$ cat src/rtl/xor_absorb_pipe.sv
// xor_absorb_pipe: registered ASCON state-XOR stage (padded rate absorb, key XOR, domain separation).
// Optional macro XOR_ABSORB_DECRYPT_EN adds decrypt_i, which overwrites the data bytes of the rate instead of XORing them.
module xor_absorb_pipe #(
    parameter int  RATE_W = 64,
    parameter int  CNT_W  = 16,
    localparam int LEN_W  = $clog2(RATE_W / 8) + 1
) (
    input  logic              clock_i,
    input  logic              reset_i,
    input  logic              valid_i,
    output logic              ready_o,
    input  logic [4:0][63:0]  state_i,
    input  logic [RATE_W-1:0] data_i,
    input  logic [LEN_W-1:0]  data_len_i,
    input  logic [127:0]      key_i,
    input  logic [2:0]        mode_i,
    input  logic              last_i,
`ifdef XOR_ABSORB_DECRYPT_EN
    input  logic              decrypt_i,
`endif
    output logic              valid_o,
    input  logic              ready_i,
    output logic [4:0][63:0]  state_o,
    output logic [RATE_W-1:0] cipher_o,
    output logic [CNT_W-1:0]  blk_cnt_o
);
    localparam int NB = RATE_W / 8;
    localparam int NW = RATE_W / 64;

    localparam logic [2:0] M_ABSORB = 3'd1;
    localparam logic [2:0] M_KFIN   = 3'd2;
    localparam logic [2:0] M_KTAIL  = 3'd3;
    localparam logic [2:0] M_DOMSEP = 3'd4;

    logic                 accept;
    logic [LEN_W-1:0]     len_clamped;
    logic [RATE_W-1:0]    pad_block;
    logic [RATE_W-1:0]    byte_mask;
    logic [RATE_W-1:0]    rate_in;
    logic [RATE_W-1:0]    rate_xor;
    logic [RATE_W-1:0]    rate_new;
    logic [RATE_W-1:0]    cipher_next;
    logic [4:0][63:0]     state_next;
    logic                 is_absorb;
    logic                 cnt_inc;
    logic [CNT_W-1:0]     cnt_base;
    logic [CNT_W-1:0]     cnt_next;

    logic                 valid_reg;
    logic                 last_reg;
    logic [4:0][63:0]     state_reg;
    logic [RATE_W-1:0]    cipher_reg;
    logic [CNT_W-1:0]     cnt_reg;

    assign ready_o     = !valid_reg || ready_i;
    assign accept      = valid_i && ready_o;
    assign len_clamped = (data_len_i > LEN_W'(NB)) ? LEN_W'(NB) : data_len_i;

    // Byte lanes: byte 0 is the most significant byte of the rate, as on data_i.
    generate
        for (genvar gi = 0; gi < NB; gi++) begin : g_byte
            localparam int HI = RATE_W - 1 - 8 * gi;
            logic in_data;
            assign in_data            = LEN_W'(gi) < len_clamped;
            assign pad_block[HI -: 8] = in_data ? data_i[HI -: 8]
                                      : (LEN_W'(gi) == len_clamped) ? 8'h80 : 8'h00;
            assign byte_mask[HI -: 8] = {8{in_data}};
        end
        for (genvar gi = 0; gi < NW; gi++) begin : g_word
            assign rate_in[RATE_W-1-64*gi -: 64] = state_i[gi];
        end
    endgenerate

    assign rate_xor = rate_in ^ pad_block;

`ifdef XOR_ABSORB_DECRYPT_EN
    // Padding byte and tail stay XORed; only the data bytes take the ciphertext directly.
    assign rate_new = decrypt_i ? ((rate_xor & ~byte_mask) | (data_i & byte_mask)) : rate_xor;
`else
    assign rate_new = rate_xor;
`endif

    assign is_absorb   = (mode_i == M_ABSORB) || (mode_i == M_KFIN);
    assign cipher_next = is_absorb ? (rate_xor & byte_mask) : '0;
    assign cnt_inc     = (mode_i >= M_ABSORB) && (mode_i <= M_DOMSEP);

    always_comb begin
        state_next = state_i;
        if (is_absorb) begin
            for (int i = 0; i < NW; i++) begin
                state_next[i] = rate_new[RATE_W-1-64*i -: 64];
            end
        end
        case (mode_i)
            M_KFIN: begin
                state_next[NW]   = state_next[NW]   ^ key_i[127:64];
                state_next[NW+1] = state_next[NW+1] ^ key_i[63:0];
            end
            M_KTAIL: begin
                state_next[3] = state_next[3] ^ key_i[127:64];
                state_next[4] = state_next[4] ^ key_i[63:0];
            end
            M_DOMSEP: state_next[4] = state_next[4] ^ 64'h1;
            default: ;
        endcase
    end

    // A run closed by last_i restarts from zero on the cycle after its final transfer.
    assign cnt_base = last_reg ? '0 : cnt_reg;
    assign cnt_next = (cnt_inc && (cnt_base != {CNT_W{1'b1}})) ? cnt_base + CNT_W'(1) : cnt_base;

    always_ff @(posedge clock_i) begin
        if (reset_i) begin
            valid_reg  <= 1'b0;
            last_reg   <= 1'b0;
            state_reg  <= '0;
            cipher_reg <= '0;
            cnt_reg    <= '0;
        end else if (accept) begin
            valid_reg  <= 1'b1;
            last_reg   <= last_i;
            state_reg  <= state_next;
            cipher_reg <= cipher_next;
            cnt_reg    <= cnt_next;
        end else begin
            if (ready_i) begin
                valid_reg <= 1'b0;
            end
            last_reg <= 1'b0;
            cnt_reg  <= cnt_base;
        end
    end

    assign valid_o   = valid_reg;
    assign state_o   = state_reg;
    assign cipher_o  = cipher_reg;
    assign blk_cnt_o = cnt_reg;
endmodule
$ cat config.mk
export PLATFORM = sky130hd
export DESIGN_NAME = xor_absorb_pipe
export DESIGN_NICKNAME = d
export VERILOG_FILES = /design/src/rtl/xor_absorb_pipe.sv
export SDC_FILE = /design/constraint.sdc
export NUM_CORES = 1
export LEC_CHECK = 0
export ABC_CLOCK_PERIOD_IN_PS = 2700
export CORE_AREA = 2 2 357 359
export DETAILED_ROUTE_END_ITERATION = 8
export DIE_AREA = 0 0 359 361
export GPL_TIMING_DRIVEN = 0
export PLACE_DENSITY = 0.48
export RECOVER_POWER = 50
export SLEW_MARGIN = 20
export SYNTH_ARGS = -nofsm -noshare
export SYNTH_HDL_FRONTEND = slang
export SYNTH_SLANG_ARGS = --single-unit
$ cat constraint.sdc
create_clock -name clock_i -period 2.7 [get_ports clock_i]
set_clock_uncertainty 0.1 [all_clocks]
set_input_delay 0.54 -clock clock_i [delete_from_list [all_inputs] [get_ports clock_i]]
set_output_delay 0.54 -clock clock_i [all_outputs]
set_load 0.01 [all_outputs]
==> results.sh <==
export IMPL_outcome="completed"
export IMPL_start_util_pct=14.9
export IMPL_finalCritPeriodShare_pct=98.8
export IMPL_dpl_cell_count=4830
export IMPL_ys_async_sr_fraction_pct=0
export IMPL_fin_nets=3761
export IMPL_vdd_ir_drop_max_v=0.000408
export IMPL_postRouteAntennaNets=0
export IMPL_grt_pass1_wl_um=174000
export IMPL_yosysUniqueCellTypes=49
export IMPL_slew_violations=0
export IMPL_clock_fmax_ghz=0.375
export IMPL_grt_overflow=0
export IMPL_drc=0
export IMPL_synthFlopType="dfxtp_1"
export IMPL_syn_inst=2254
export IMPL_hold_viol=0
export IMPL_maxCapViolCount=0
export IMPL_cp_required_ns=3.07
export IMPL_dp_slack_ns=-1.49
export IMPL_synth_compound_area_share_pct=16.3
export IMPL_grt_max_degree=20
export IMPL_setup_viol=0
export IMPL_synth_xor_area_share_pct=17.7
export IMPL_tightest_slew_ns=1.02
export IMPL_grt_pass1_vias=20187
export IMPL_cts_hold_buf=0
export IMPL_syn_area_per_cell_um2=8.32
export IMPL_cp_max_fo=10
export IMPL_rows=130
export IMPL_area_growth_pct=72.5
export IMPL_hold_ws_ns=0.348
export IMPL_critPathArrivalTime_ns=3.04
export IMPL_muxShareOfSynthArea_pct=0
export IMPL_yosysWarnings=0
export IMPL_largest_reg_flops=320
export IMPL_fin_area_mm2=0.0323
export IMPL_synth_area_mm2=0.0187
export IMPL_via_per_inst=4.07
export IMPL_tritoncts="yes"
export IMPL_synthAdderAreaFrac_pct=0.0668
export IMPL_routabilityCongestion=0.921
export IMPL_coreArea_mm2=0.125
export IMPL_numCtsBuffers=54
export IMPL_routedWlPerCell_um=26.6
export IMPL_dp_final_hpwl_um=112000
export IMPL_synth_top_family_by_area="simple AND/OR/NAND/NOR gates"
export IMPL_synth_seq_area_share_pct=42.9
export IMPL_die_x_um=359
export IMPL_cts_htree_levels=2
export IMPL_ios=926
export IMPL_layout_drive_gt1_share_pct=6.59
export IMPL_p_leak_nw=12.1
export IMPL_relSlewSlack_pct=31.7
export IMPL_via_count=20145
export IMPL_layout_setup_ws_ns=0.0322
export IMPL_finalNonFillerCells=4945
export IMPL_clkLatencyLatePin_ns=0.62
export IMPL_crit_path_start_kind="input port"
export IMPL_place_area_mm2=0.0302
export IMPL_clockBufferDepth=3
export IMPL_rsz0062_at_grt="yes"
export IMPL_cts_root_buf="clkbuf_16"
export IMPL_synthSimpleGateAreaFrac_pct=19.1
export IMPL_antenna_found_initial=65
export IMPL_ys_ff_latch=402
export IMPL_dieArea_mm2=0.130
export IMPL_synth_nets=2779
export IMPL_cts_sinks=402
export IMPL_drt_iter0_markers=1154
export IMPL_power_density_mw_per_mm2=565
export IMPL_grt_usage_pct=19.5
export IMPL_finalWirelength_um=132000
export IMPL_drt_pass1_iterations=5
export IMPL_hp_class="register to register"
export IMPL_portBuffers=922
export IMPL_finalCriticalPeriod_ns=2.67
export IMPL_die_h_um=361
export IMPL_reg2reg_setup_slack_ns=0.21
export IMPL_clkTransAtPathRegs_ns=0.06
export IMPL_crit_type="input port to register"
export IMPL_endpoint_kind="register"
export IMPL_synth_edf_count=0
cells in the final DEF, fill, tap and decap left out, drive strengths merged, types with 4 or more instances in the layout:
| cell type | count |
|---|---|
| a211oi | 316 |
| a21o | 10 |
| a21oi | 83 |
| and3 | 4 |
| and4 | 7 |
| buf | 46 |
| bufinv | 5 |
| clkbuf | 214 |
| clkdlybuf4s50 | 540 |
| clkinv | 6 |
| dfxtp | 402 |
| diode | 19 |
| dlygate4sd3 | 381 |
| inv | 9 |
| nand2 | 376 |
| nand2b | 4 |
| nand3 | 78 |
| nor2 | 337 |
| nor3 | 19 |
| nor4 | 12 |
| o21ai | 6 |
| xnor2 | 17 |
| xor2 | 361 |
worst paths after layout:
check	endpoint	cells after the start	from
max	state_o[135]$_SDFFE_PP0P_	7	mode_i[1]
min	cipher_o[28]$_SDFFE_PP0P_	2	cipher_o[28]$_SDFFE_PP0P_
min reg2reg	cipher_o[28]$_SDFFE_PP0P_	2	cipher_o[28]$_SDFFE_PP0P_
max reg2reg	blk_cnt_o[14]$_SDFF_PP0_	7	last_reg$_SDFF_PP0_
area by class of cell:
class | count | area, um2
fillers | 13710 | 93100
multi-input cells | 1669 | 10200
repair buffers | 928 | 9350
flip-flops and latches | 402 | 8050
well taps | 1650 | 2060
clock buffers | 79 | 1630
plain buffers | 175 | 783
clock inverters | 17 | 233
diodes | 19 | 47.5
inverters | 6 | 22.5
cells in the mapped netlist (all sizes together) (2+ instances only):
library cell	n	area share (%)
nand3b	3	0.12
nor2b	3	0.10
a31o	3	0.14
nor3	19	0.77
xor2	361	17
o211ai	2	0.15
a21oi	83	2.2
dfxtp	402	43
a211oi	316	13
nor4	12	0.48
and4	7	0.33
nand4	3	0.10
nand2b	4	0.13
inv	6	0.12
nand2	376	7.5
xnor2	17	0.79
buf	36	0.92
a311oi	2	0.093
or3	3	0.10
nor3b	3	0.18
nor2	337	6.7
a21o	10	0.40
and3	4	0.13
a21boi	2	0.080
o21ai	6	0.16
clkbuf	141	2.8
and2	2	0.067
nand3	78	2.1
critical path, stage by stage:
cell	delay, ns
clkdlybuf4s50_1	0.63
nor3b_4	0.31
buf_4	0.31
buf_2	0.34
nand2_1	0.10
xor2_1	0.60
a211oi_1	0.17
stage by stage:
| stage | TNS, ns | util [%] | power (mW) |
|---|---|---|---|
| finish | 0 | 25.8 | 18.3 |
| global route | -0.106 | 25.8 | 19.0 |
| CTS | 0 | 25.7 | 18.8 |
| floorplan | 0 | - | 8.10 |
| detailed placement | -313.43 | 24.0 | 10.9 |
| global placement | -498.76 | 24.0 | 10.9 |
routing by layer:
metal  track usage (%)  up-vias  share of wire [%]  routed length (um)
met5                 0        -               0.26                 344
li1                  -     9605                  -                   -
met4              6.78       52                3.4                4490
met3              7.50      182                9.2               12200
met2              34.8      851                 50               65700
met1              21.0     9455                 37               48900
kinds of logic after synthesis:
family | after synthesis
adders and majority gates | 1
AOI/OAI and AO/OA | 431
and+or+nand+nor | 859
DFF | 402
buffers and inverters | 183
xor gates and xnor gates | 378
where the power goes:
| part | internal, mW | switching, mW |
|---|---|---|
| Clock | 4.63 | 3.03 |
| Combinational | 1.81 | 2.21 |
| Sequential | 6.36 | 0.221 |
what timing repair did:
item / CTS / global route
pin swaps: 0 / 1
setup endpoints to repair: 339 / 195
endpoints found under the hold margin: 0 / 0
gates resized for setup: 51 / 66
setup buffers: 0 / 2
(Power assumes the default switching activity.)
